<file path="src/rtl/fsm_movement.sv">
// rtl/fsm_movement.sv - player movement control FSM for the Zork datapath
//
// Purpose: captures a key press, requests key validation, then move validation,
// fires one position-adder enable, waits for its acknowledge, then pulses the
// move counter.
//
// Ports:
//   clk_50MHz_i            system clock, rising edge
//   rst_async_la_i         asynchronous active-low reset
//   key_in                 key code from the keyboard front end
//   last_key_in            key strobe; a 0->1 transition is a new press
//   valid_key              key validator result (1 = legal movement key)
//   valid_move             move validator status: [1] ready, [0] legal
//   movement_direction     1 = movement key (proceed), 0 = abort
//   moved                  adder acknowledge
//   enable_save_last       force-load last_pressed from key_in
//   enable_sum_PX/NX/PY/NY one-cycle adder enables
//   enable_validation_key  high while waiting on the key validator
//   enable_validation_move high while waiting on the move validator
//   enable_count_move      one-cycle move counter pulse
//   last_pressed           captured key code

module fsm_movement #(
  parameter int KEY_W = 4
) (
  input  logic             clk_50MHz_i,
  input  logic             rst_async_la_i,
  input  logic [KEY_W-1:0] key_in,
  input  logic             last_key_in,
  input  logic             valid_key,
  input  logic [1:0]       valid_move,
  input  logic             movement_direction,
  input  logic             moved,
  input  logic             enable_save_last,
  output logic             enable_sum_PX,
  output logic             enable_sum_NX,
  output logic             enable_sum_PY,
  output logic             enable_sum_NY,
  output logic             enable_validation_key,
  output logic             enable_validation_move,
  output logic             enable_count_move,
  output logic [KEY_W-1:0] last_pressed
);

  typedef enum logic [2:0] {
    IDLE     = 3'd0,
    VAL_KEY  = 3'd1,
    VAL_MOVE = 3'd2,
    EXEC     = 3'd3,
    WAIT_ACK = 3'd4,
    COUNT    = 3'd5
  } state_t;

  state_t           state;
  logic             last_key_q;
  logic             rise;
  logic             load_key;
  logic [KEY_W-1:0] key_nxt;

  assign rise = last_key_in & ~last_key_q;

  // Capture happens on a fresh press in IDLE, a restart press in VAL_KEY,
  // or a forced save. All sources load the same key_in.
  assign load_key = enable_save_last |
                    (rise & ((state == IDLE) | (state == VAL_KEY)));

  // The direction decode for EXEC must see a save that lands on the same
  // cycle as the VAL_MOVE -> EXEC transition.
  assign key_nxt = load_key ? key_in : last_pressed;

  // Outputs are registered alongside the state so they track the state
  // register exactly (Moore behaviour without a decode stage).
  always_ff @(posedge clk_50MHz_i or negedge rst_async_la_i) begin
    if (!rst_async_la_i) begin
      state                  <= IDLE;
      last_key_q             <= 1'b0;
      last_pressed           <= '0;
      enable_sum_PX          <= 1'b0;
      enable_sum_NX          <= 1'b0;
      enable_sum_PY          <= 1'b0;
      enable_sum_NY          <= 1'b0;
      enable_validation_key  <= 1'b0;
      enable_validation_move <= 1'b0;
      enable_count_move      <= 1'b0;
    end else begin
      last_key_q <= last_key_in;
      if (load_key) begin
        last_pressed <= key_in;
      end

      enable_sum_PX          <= 1'b0;
      enable_sum_NX          <= 1'b0;
      enable_sum_PY          <= 1'b0;
      enable_sum_NY          <= 1'b0;
      enable_validation_key  <= 1'b0;
      enable_validation_move <= 1'b0;
      enable_count_move      <= 1'b0;

      case (state)
        IDLE: begin
          if (rise) begin
            state                 <= VAL_KEY;
            enable_validation_key <= 1'b1;
          end
        end

        VAL_KEY: begin
          // A new press restarts capture and takes priority over a verdict
          // that belongs to the previous key.
          if (rise) begin
            state                 <= VAL_KEY;
            enable_validation_key <= 1'b1;
          end else if (valid_key && movement_direction) begin
            state                  <= VAL_MOVE;
            enable_validation_move <= 1'b1;
          end else if (valid_key) begin
            state <= IDLE;
          end else begin
            enable_validation_key <= 1'b1;
          end
        end

        VAL_MOVE: begin
          if (valid_move == 2'b11) begin
            state <= EXEC;
            case (key_nxt[1:0])
              2'b10:   enable_sum_PX <= 1'b1;
              2'b11:   enable_sum_NX <= 1'b1;
              2'b00:   enable_sum_PY <= 1'b1;
              default: enable_sum_NY <= 1'b1;
            endcase
          end else if (valid_move[1]) begin
            state <= IDLE;
          end else begin
            enable_validation_move <= 1'b1;
          end
        end

        EXEC: begin
          state <= WAIT_ACK;
        end

        WAIT_ACK: begin
          if (moved) begin
            state             <= COUNT;
            enable_count_move <= 1'b1;
          end
        end

        COUNT: begin
          state <= IDLE;
        end

        default: begin
          state <= IDLE;
        end
      endcase
    end
  end

endmodule

</file>
<file path="config.mk">
export PLATFORM = sky130hd
export DESIGN_NAME = fsm_movement
export DESIGN_NICKNAME = d
export VERILOG_FILES = /design/src/rtl/fsm_movement.sv
export SDC_FILE = /design/constraint.sdc
export NUM_CORES = 1
export LEC_CHECK = 0
export BUFFER_PORTS_ARGS = -buffer_cell sky130_fd_sc_hd__buf_2
export CORE_MARGIN = 1.5
export CORE_UTILIZATION = 47
export DETAILED_ROUTE_END_ITERATION = 6
export PLACE_DENSITY = 0.75
export SYNTH_ARGS = -nofsm -noshare
export SYNTH_HDL_FRONTEND = slang
export SYNTH_SLANG_ARGS = --single-unit
</file>
<file path="constraint.sdc">
create_clock -name clk_50MHz_i -period 1.6 [get_ports clk_50MHz_i]
set_input_delay 0.32 -clock clk_50MHz_i [delete_from_list [all_inputs] [get_ports clk_50MHz_i]]
set_output_delay 0.32 -clock clk_50MHz_i [all_outputs]
set_load 0.05 [all_outputs]
</file>
# [After elaboration in Yosys (flattened, before gate mapping)]
# Cells that the tools add are included.
[totals] register_bits=15 inputBits=13 elab_cells=65
[op_classes] eq_ne=11 n_mux=33 n_bitwise=5 reduce_logical=5
[ops] operator="1-bit 2-to-1 mux" count=22
[ops] operator="3-bit 2-to-1 mux" count=7
[ops] operator="3-bit case mux with 5 select lines" count=1
[ops] operator="2-bit == test, second input constant" count=3
[ops] operator="3-bit by 2-bit == test with 1-bit output, second input constant" count=2
[ops] operator="2-bit != test, second input constant" count=2
[ops] operator="4-bit by 3-bit != test with 1-bit output, second input constant" count=1
[ops] operator="1-bit case mux with 2 select lines" count=2
[ops] operator="4-bit AND reduction" count=1
[ops] operator="3-bit by 1-bit == test with 1-bit output, second input constant" count=1
[ops] operator="3-bit == test, second input constant" count=1
[ops] operator="3-bit logical NOT" count=1
[ops] operator="3-bit != test, second input constant" count=1
[ops] operator="3-bit OR reduction" count=1
[ops] operator="1-bit bitwise AND" count=2
[ops] operator="2-bit logical NOT" count=1
[ops] operator="2-bit 2-to-1 mux" count=1
[ops] operator="1-bit bitwise OR" count=2
[ops] operator="1-bit logical AND" count=1
[ops] operator="1-bit inverter" count=1

# [Depth between registers and ports, before layout]
[depth] ltp_word=10 mapped_depth=4

# [Worst setup path before layout]
# No wires, ideal clock.
[synth_path] kind="reg-to-reg" start="reg last_pressed[0]" end="reg enable_sum_NY" setup_ns=0.079 arrival_time_ns=1.361 required_time_ns=1.521 setup_slack_ns=0.160 stages_incl_launch_ff=4 n_path_buf=0 synth_period_minus_slack_ns=1.440 path_cell_list="dfrtp_1 inv_1 or4_1 a21oi_1"
[synth_between] elab_chain_cells=6 word_cells_on_any_way=8 cone_classes="2 x eq/ne; 4 x mux; 2 x reduce/logical"
[synth_rtl] item="from (decl)" line_no="42" text="output logic [KEY_W-1:0] last_pressed"
[synth_rtl] item="from (signal assigned)" line_no="88" text="last_pressed <= key_in;"
[synth_rtl] item="2-bit 2-to-1 mux *"
[synth_rtl] item="2-bit == test / 2-bit logical NOT (equally long branches)" line_no="126" text="case (key_nxt[1:0])"
[synth_rtl] item="3-bit OR reduction (no line) *"
[synth_rtl] item="1-bit 2-to-1 mux *" line_no="126"
[synth_rtl] item="1-bit 2-to-1 mux *" line_no="124" text="if (valid_move == 2'b11) begin"
[synth_rtl] item="1-bit 2-to-1 mux *" line_no="99" text="case (state)"
[synth_rtl] item="to (signal assigned)" line_no="81" text="enable_sum_NY <= 1'b0;"
[synth_rtl] item="to (signal assigned)" line_no="94" text="enable_sum_NY <= 1'b0;"
[synth_rtl] item="to (signal assigned)" line_no="130" text="default: enable_sum_NY <= 1'b1;"
[synth_rtl] item="to (decl)" line_no="38" text="output logic enable_sum_NY,"
# Mark *: on every way between the ends. The rest lies on a longest branch, timed or not.
# A chain may end at the register's enable or synchronous reset.

# [Final worst setup path]
[layout_path] start="reg state[1]" end="reg enable_sum_PY"
[layout_between] elab_chain_cells=9 word_cells_on_any_way=11 cone_classes="2 x eq/ne; 4 x mux; 3 x bitwise; 2 x reduce/logical"
[layout_rtl] item="from (decl)" line_no="54" text="state_t state;"
[layout_rtl] item="from (signal assigned)" line_no="75" text="state <= IDLE;"
[layout_rtl] item="from (signal assigned)" line_no="102" text="state <= VAL_KEY;"
[layout_rtl] item="from (signal assigned)" line_no="111" text="state <= VAL_KEY;"
[layout_rtl] item="3-bit by 1-bit == test with 1-bit output / 3-bit logical NOT (equally long branches)" line_no="65" text="(rise & ((state == IDLE) | (state == VAL_KEY)));"
[layout_rtl] item="1-bit bitwise OR" line_no="65"
[layout_rtl] item="1-bit bitwise AND" line_no="65"
[layout_rtl] item="1-bit bitwise OR" line_no="64" text="assign load_key = enable_save_last |"
[layout_rtl] item="2-bit 2-to-1 mux"
[layout_rtl] item="2-bit logical NOT" line_no="126"
[layout_rtl] item="1-bit 2-to-1 mux" line_no="126"
[layout_rtl] item="1-bit 2-to-1 mux" line_no="124"
[layout_rtl] item="1-bit 2-to-1 mux *" line_no="99"
[layout_rtl] item="to (signal assigned)" line_no="80" text="enable_sum_PY <= 1'b0;"
[layout_rtl] item="to (signal assigned)" line_no="93" text="enable_sum_PY <= 1'b0;"
[layout_rtl] item="to (signal assigned)" line_no="129" text="2'b00: enable_sum_PY <= 1'b1;"
[layout_rtl] item="to (decl)" line_no="37" text="output logic enable_sum_PY,"
# Marked as above.

==> flow_summary.ini <==
[synth]
ys_seq_elements = 15
syn_inst = 62
synth.most_common_cell = dfrtp_1
synth.net_count = 75
ys_types = 22
async_reset_ff_share_pct = 100.0
ys_warn_count = 0
synth_common_cells = 15 x dfrtp_1, 5 x a21oi_1, 5 x o21ai_0
syn_area_um2 = 708.2
synth_edf_count = 0
ys.flop_type = dfrtp_1
avgSynthCellArea_um2 = 11.42
synth-seq-area-share_pct = 53.00
synth_top_area_share_pct = 53.00
synth.top_cells.by_area = dfrtp_1 53%, mux2_4 8.5%, a21oi_1 3.5%
synth_top_area_cell = dfrtp_1

[outcome]
status = finished, final reports clean

[power]
cellPowerDensity_mw_per_mm2 = 1335
power.share.sequential_pct = 46.0
leakage_nw = 0.4359
power.switching_w = 0.0004742
intPower_w = 0.0006952
clkPwrFrac_pct = 17.3
max-vdd-ir-drop_v = 0.0008717
finalPower_w = 0.001169
comb_power_share_pct = 36.8
p_sw_share_pct = 40.55

[drt]
drt-pass1-iter-count = 4
drc = 0
vias_per_cell = 5.352
routed_wl_um = 1248
drtIter0Drc = 12
vias = 562
wl_per_cell_um = 11.89
final_antenna_net_count = 0

[sta]
fmax_mhz = 715.8
fin_ws_ns = 0.2030
period_needed_ns = 1.397
finalHoldViolations = 0
slew_headroom_pct = 78.57
rsz0062_at_grt = no
setup_viol = 0
worst_pin_slew_ns = 0.3215
drv_slew = 0
fin_tns_setup_ns = 0
post-route-period-util_pct = 87.31
finalClockSkew_ns = 0.002529

[clock_network]
numCtsBuffers = 3
cts_setup_buffers = 0
clkTransAtPathRegs_ns = 0.08
cts_tree = done
cts_buffer_depth = 2
worst_skew_pair.late_latency_ns = 0.28
h-tree-depth = 1
clkSinkCount = 15
cts_root_buf = clkbuf_4

[job]
cap_viol_max_count = 0

[critical_path]
cp.required_ns = 1.80
startpoint_type = register
cp-end-kind = register
r2r_setup_slack_ns = 0.20
arrival_ns = 1.60
critPathKind = register to register
cp_max_fo = 9

[cells_and_area]
synthToLayoutAreaGrowth_pct = 23.67
regArea_um2 = 375.4
multiInputGateArea_um2 = 310.3
nets = 104
antenna_cells = 0
instances_no_fill = 105
num-fill-cells = 116
final_util_pct = 64.87
layout-drive-gt1-share_pct = 37.78

[placed_design]
port-buffer-count = 23
place.gp.congestion = 0.7997
post-place-ws_ns = 0.2129
dp_hpwl_um = 974.6
dp_cells = 100

[global_route]
antenna_found_initial = 0
gr-total-overflow = 0
grt_pass1_wl_um = 2139
grt_use_total_pct = 16.41
grt_pass1_vias = 487
grt_max_degree = 16

[die]
die_w_um = 41.82
rows = 13
start_util_pct = 52.46
fp.dieArea_mm2 = 0.001748
die_h_um = 41.82
ios = 24
core_mm2 = 0.001350

[min_path]
worstHoldPathType = primary input to register
## registers in the layout, summed over array words and instances (netlist names)
name                    count
state                       3
enable_sum_PY               1
last_pressed                4
enable_count_move           1
enable_validation_key       1
enable_validation_move      1
enable_sum_NY               1
last_key_q                  1
enable_sum_PX               1
enable_sum_NX               1
## cell usage in the layout (no fill, tap or decap), drive strengths merged, types with 4 or more instances in the layout
cell type | netlist | layout
nand4 | 4 | 4
nor2 | 5 | 5
mux2 | 4 | 4
o21ai | 5 | 5
dfrtp | 15 | 15
buf | 1 | 24
a21oi | 5 | 5
## per-layer routing
metal / vias up / track usage (%) / share of wire (%)
li1: 282 / - / -
met1: 259 / 22.10 / 46
met2: 21 / 23.75 / 48
met3: 0 / 7.826 / 6.2
met4: 0 / 3.871 / 0
met5: - / 0 / 0
## power by group through the flow
stage | registers, W | logic [W] | clock network (W)
4_1_cts | 0.000539 | 0.000432 | 0.000217
3_3_place_gp | 0.000541 | 0.000426 | 0
6_report | 0.000538 | 0.000430 | 0.000202
2_1_floorplan | 0.000664 | 0.000207 | 0
5_1_grt | 0.000552 | 0.000464 | 0.000227
3_5_place_dp | 0.000546 | 0.000428 | 0
## critical path, stage by stage (launching register included)
cell,delay [ns]
dfrtp_1,0.50
nor4b_4,0.10
buf_4,0.16
or4_1,0.40
a21oi_1,0.16
## final cells by class
| cell class | count | share of cell area, % |
|---|---|---|
| Inverter | 3 | 1.286 |
| Clock inverter | 1 | 0.5714 |
| Sequential cell | 15 | 42.86 |
| Clock buffer | 3 | 2.571 |
| Tap cell | 15 | 2.143 |
| Timing Repair Buffer | 25 | 15.14 |
| Multi-Input combinational cell | 43 | 35.43 |
## timing repair
item | CTS | global route
resized for setup | 0 | 0
hold buffers | 1 | 0
hold endpoints to repair | 15 | 0
## stage by stage
step                      area, um2  hold WS, ns
after CTS                     875.8       0.1817
final                         875.8       0.1934
after detailed placement      838.3       0.2331
after global placement        838.3       0.2333
after global routing          875.8       0.1847
after floorplan               708.2      0.02441
## final timing paths
| path | start | end | cells after the start |
|---|---|---|---|
| max | state[1] | enable_sum_PY | 4 |
| min | last_key_in | last_key_q | 1 |
| max reg2reg | state[1] | enable_sum_PY | 4 |
| min reg2reg | last_pressed[3] | last_pressed[3] | 1 |
| max in group asynchronous | rst_async_la_i | last_key_q | 2 |
| min in group asynchronous | rst_async_la_i | last_pressed[3] | 2 |
## cell families after synthesis
logic type / after synthesis / share of synthesized area [%]
flip-flops: 15 / 53.00
buffers and inverters: 4 / 3.180
multiplexers: 4 / 8.481
AO/OA/AOI/OAI: 14 / 11.31
AND/OR/NAND/NOR: 25 / 24.03
Note: power is estimated with default switching activity, not from simulation.
